## config.mk

```make
export PLATFORM = sky130hd
export DESIGN_NAME = stream_demux1to2
export DESIGN_NICKNAME = d
export VERILOG_FILES = /design/src/rtl/stream_demux1to2.sv
export SDC_FILE = /design/constraint.sdc
export NUM_CORES = 1
export LEC_CHECK = 0
export ABC_AREA = 1
export BUFFER_PORTS_ARGS = -buffer_cell sky130_fd_sc_hd__buf_4
export CORE_MARGIN = 2
export CORE_UTILIZATION = 29
export CTS_CLUSTER_SIZE = 24
export DETAILED_ROUTE_END_ITERATION = 6
export HOLD_SLACK_MARGIN = 0.1
export PLACE_DENSITY_LB_ADDON = 0.08
export SYNTH_ARGS = -nofsm -noshare
export SYNTH_HDL_FRONTEND = slang
export SYNTH_SLANG_ARGS = --single-unit
```

## constraint.sdc

```tcl
create_clock -name clk -period 4.9 [get_ports clk]
set_input_delay 0.98 -clock clk [delete_from_list [all_inputs] [get_ports clk]]
set_output_delay 0.98 -clock clk [all_outputs]
set_load 0.02 [all_outputs]
```

## src/rtl/stream_demux1to2.sv

```systemverilog
// Registered 1-to-2 stream demultiplexer: one valid/ready input steered by a per-word
// select bit into two independent 2-entry FIFOs. Define STREAM_DEMUX_CNT_EN for pop counters.

module stream_demux_q #(
    parameter int WIDTH = 8
) (
    input  logic             clk,
    input  logic             rst,
    input  logic             push,
    input  logic [WIDTH-1:0] push_data,
    input  logic             ready,
    output logic             valid,
    output logic [WIDTH-1:0] data,
    output logic             full,
    output logic [15:0]      cnt
);
    logic [WIDTH-1:0] head, tail;
    logic [1:0]       occ;
    logic             pop;

    assign valid = (occ != 2'd0);
    assign full  = (occ == 2'd2);
    assign data  = head;
    assign pop   = valid & ready;

    // push is never asserted while full, so occ stays within 0..2
    always_ff @(posedge clk) begin
        if (rst) begin
            occ  <= 2'd0;
            head <= '0;
            tail <= '0;
        end else begin
            case ({push, pop})
                2'b10: begin
                    if (occ == 2'd0) head <= push_data;
                    else             tail <= push_data;
                    occ <= occ + 2'd1;
                end
                2'b01: begin
                    if (occ == 2'd2) head <= tail;
                    occ <= occ - 2'd1;
                end
                2'b11: begin
                    // single entry leaving: new word lands straight in head
                    if (occ == 2'd1) head <= push_data;
                    else begin
                        head <= tail;
                        tail <= push_data;
                    end
                end
                default: ;
            endcase
        end
    end

`ifdef STREAM_DEMUX_CNT_EN
    always_ff @(posedge clk) begin
        if (rst)      cnt <= '0;
        else if (pop) cnt <= cnt + 16'd1;
    end
`else
    assign cnt = '0;
`endif
endmodule

module stream_demux1to2 #(
    parameter int WIDTH = 8
) (
    input  logic             clk,
    input  logic             rst,
    input  logic [WIDTH-1:0] in_data,
    input  logic             in_sel,
    input  logic             in_valid,
    output logic             in_ready,
    output logic [WIDTH-1:0] out0_data,
    output logic             out0_valid,
    input  logic             out0_ready,
    output logic [WIDTH-1:0] out1_data,
    output logic             out1_valid,
    input  logic             out1_ready,
    output logic [15:0]      cnt0,
    output logic [15:0]      cnt1
);
    localparam int NUM_Q = 2;

    logic [NUM_Q-1:0][WIDTH-1:0] q_data;
    logic [NUM_Q-1:0][15:0]      q_cnt;
    logic [NUM_Q-1:0]            q_valid, q_ready, q_full, q_push;

    // ready looks only at the selected queue's fill level, never at consumer ready
    assign in_ready = ~q_full[in_sel];
    assign q_ready  = {out1_ready, out0_ready};

    for (genvar g = 0; g < NUM_Q; g++) begin : g_q
        assign q_push[g] = in_valid & in_ready & (in_sel == (g != 0));

        stream_demux_q #(.WIDTH(WIDTH)) u_q (
            .clk       (clk),
            .rst       (rst),
            .push      (q_push[g]),
            .push_data (in_data),
            .ready     (q_ready[g]),
            .valid     (q_valid[g]),
            .data      (q_data[g]),
            .full      (q_full[g]),
            .cnt       (q_cnt[g])
        );
    end

    assign out0_data  = q_data[0];
    assign out1_data  = q_data[1];
    assign out0_valid = q_valid[0];
    assign out1_valid = q_valid[1];
    assign cnt0       = q_cnt[0];
    assign cnt1       = q_cnt[1];
endmodule

```

==> reports/results.tsv <==
stage	metric	value	unit
power	power.leakage	0.00140	uW
floorplanning	num_io_pins	65	
floorplanning	rows	32	
cells_and_area	area_growth	13.2	%
timing	rsz0062_at_grt	no	
run_status	outcome	finished clean	
critical_path	worstSetupStartpointType	input pin	
cells_and_area	final_common_cell	nand2_1	
clock_tree	root_buffer	clkbuf_8	
timing	finalWorstSetupSlack	2490	ps
placed_design	place_hpwl	3.65	mm
timing	tns	0	ps
critical_path	cp_max_fo	12	
floorplanning	coreArea	0.00777	mm^2
clock_tree	cts_setup_buffers	0	
floorplanning	dieWidth	93.8	um
detailed_routing	met3_length	235	um
timing	worstMarginPinSlew	575	ps
placed_design	gp_congestion	0.707	
timing	clock.fmax	416	MHz
timing	fin_crit_sh	0.491	
timing	clock_skew	10.0	ps
power	total_power	1440	uW
timing	slew_headroom	0.616	
cells_and_area	nets	417	
floorplanning	start_util	0.301	
critical_path	cp.buffers_inverters	2	
floorplanning	die_height	93.8	um
timing	setup_violations	0	
synth	synth-seq-area-share	0.309	
timing	hold_violations	0	
critical_path	cp_slowest_stage_delay	430	ps
detailed_routing	dr.max_layer_used	met4	
synth	syn_inst	357	
detailed_routing	post_drt_wl_per_cell	10.4	um
clock_tree	cts-resized-gates	0	
cells_and_area	layout-drive-gt1-share	0.149	
clock_tree	ctsHoldBuffers	0	
critical_path	endpoint_kind	flip-flop	
global_route	grt_pass1_wl	8.48	mm
clock_tree	cts_buffers	5	
cells_and_area	mostFrequentLayoutCells	nand2_1, nor2_1, inv_1	
detailed_routing	ant_nets	0	
detailed_routing	drc_errors	0	
detailed_routing	drt_wl_total	5.10	mm
synth	yosysWarnings	0	
clock_tree	cts_max_level	2	
global_route	grt_overflow	0	
global_route	grtUsageTotal	0.126	
clock_tree	clock_latency	300	ps
synth	syn_area_per_cell	6.54	um^2
synth	synth_area	0.00234	mm^2
clock_tree	cts_sinks	36	
synth	synth-seq-cells	36	
critical_path	cpMaxStageDelayCell	nand3_1	
cells_and_area	final_util	0.340	
worst_hold_path	hold_path_class	flip-flop to flip-flop	
critical_path	arrival	2650	ps
cells_and_area	num_antenna_cells	0	
detailed_routing	drtIter0Drc	72	
timing	finalMaxSlewViolations	0	
timing	fin_crit	2410	ps
synth	synth.distinct_cells	23	
detailed_routing	viasPerCell	3.98	
critical_path	path_cells	buf_4 > nand3_1 > inv_1 > ha_1 > nand2_1 > nand2_2 > nor2_4 > o21ai_0 > nor2_1	
detailed_routing	dr.pass1.iters	4	
critical_path	critPathTopFamily	simple AND/OR/NAND/NOR gates	
clock_tree	clk_pin_slew_worst_paths	80	ps
placed_design	port_buffers	32	
floorplanning	die_area	0.00879	mm^2
placed_design	dpl_worst_slack	2150	ps
global_route	grt_pass1_vias	1806	
clock_tree	cts.path.max_buffers	2	
critical_path	worst_ep_required_time	5140	ps
power	vdd_ir_drop_max	0.211	mV
detailed_routing	dr_total_vias	1959	
global_route	antenna_found_initial	0	
clock_tree	cts_tree	yes	
global_route	grt_start_max_net_pins	34	
detailed_routing	wl_met1	2.51	mm
run	cap_viol_max_count	0	
detailed_routing	met2_wirelength	2.32	mm
critical_path	crit_type	input pin to flip-flop	
power	power_density	545	mW/mm^2
cells_and_area	fillCellCount	888	
[kinds of logic after synthesis]
| family | after synthesis | synth area share |
|---|---|---|
| other | 1 | 0.00161 |
| AO/OA/AOI/OAI | 23 | 0.0493 |
| XOR/XNOR | 3 | 0.0113 |
| flip-flops | 36 | 0.309 |
| adder cells (fa/ha/maj) | 14 | 0.0750 |
| buffers and inverters | 93 | 0.210 |
| AND/OR/NAND/NOR | 187 | 0.344 |
[sequential cells by signal, summed over array words and instances (netlist names)]
| name | flops |
|---|---|
| g_q.u_q.tail | 16 |
| g_q.u_q.data | 16 |
| g_q.u_q.occ | 4 |
[final timing paths]
kind	slack (ps)	start	to	cells past startpoint
worst max-delay path	2490	in_sel	g_q[1].u_q.tail[2]	9
worst min-delay path	490	g_q[0].u_q.tail[5]	g_q[0].u_q.tail[5]	2
worst max register to register	2590	g_q[1].u_q.occ[0]	g_q[1].u_q.tail[2]	11
worst min register to register	490	g_q[0].u_q.tail[5]	g_q[0].u_q.tail[5]	2
[metal layers]
| metal | up-vias | GRT usage |
|---|---|---|
| li1 | 1057 | - |
| met1 | 850 | 0.154 |
| met2 | 47 | 0.214 |
| met3 | 5 | 0.0377 |
| met4 | 0 | 0.0326 |
| met5 | - | 0 |
[worst reg2reg max path, delay by kind of cell (launching register included)]
kind                     cells  cell delay, ps
AND/OR/NAND/NOR              5             830
adder cells (fa/ha/maj)      2             440
buffers and inverters        3             400
flip-flops                   1             340
AO/OA/AOI/OAI                1             200
[layout make-up]
| class | instances | area (um^2) | share of cell area |
|---|---|---|---|
| Timing Repair Buffer | 32 | 240 | 0.0909 |
| Inverter | 55 | 206 | 0.0781 |
| Multi-Input combinational cell | 259 | 1240 | 0.469 |
| Sequential cell | 36 | 721 | 0.273 |
| Clock buffer | 6 | 72.6 | 0.0274 |
| Tap cell | 102 | 128 | 0.0483 |
| Clock inverter | 2 | 35.0 | 0.0133 |
[power breakdown]
part,switching (uW),internal (uW),total (uW)
combinational,478,266,744
clock,115,151,267
sequential,44.5,386,431
total,638,803,1440
[synth_stat cells]
cell type  count  share of area
nor2_4         1         0.0048
buf_2          2         0.0043
inv_1         50          0.080
nand2_2        8          0.021
buf_4         32           0.10
a21oi_1        3         0.0064
o21ai_1        4         0.0086
nand2_4        2         0.0096
buf_6          2         0.0096
ha_1          14          0.075
nand2_1       88           0.14
inv_2          5         0.0080
conb_1         1         0.0016
clkbuf_4       1         0.0032
nand3_1        3         0.0064
o21ai_0       16          0.034
nand3b_4       2          0.017
clkbuf_1       1         0.0016
xor2_1         3          0.011
dfxtp_1       36           0.31
nand3_4        1         0.0075
nor3_1         8          0.017
nor2_1        74           0.12
[per-stage QoR]
stage	instance area, um^2	instances	hold slack (ps)
after floorplan	2450	388	455
after global placement	2540	484	464
after detailed placement	2540	484	475
after CTS	2640	492	493
after global routing	2640	492	514
final	2640	492	488
Power figures use the tool's default switching activity.
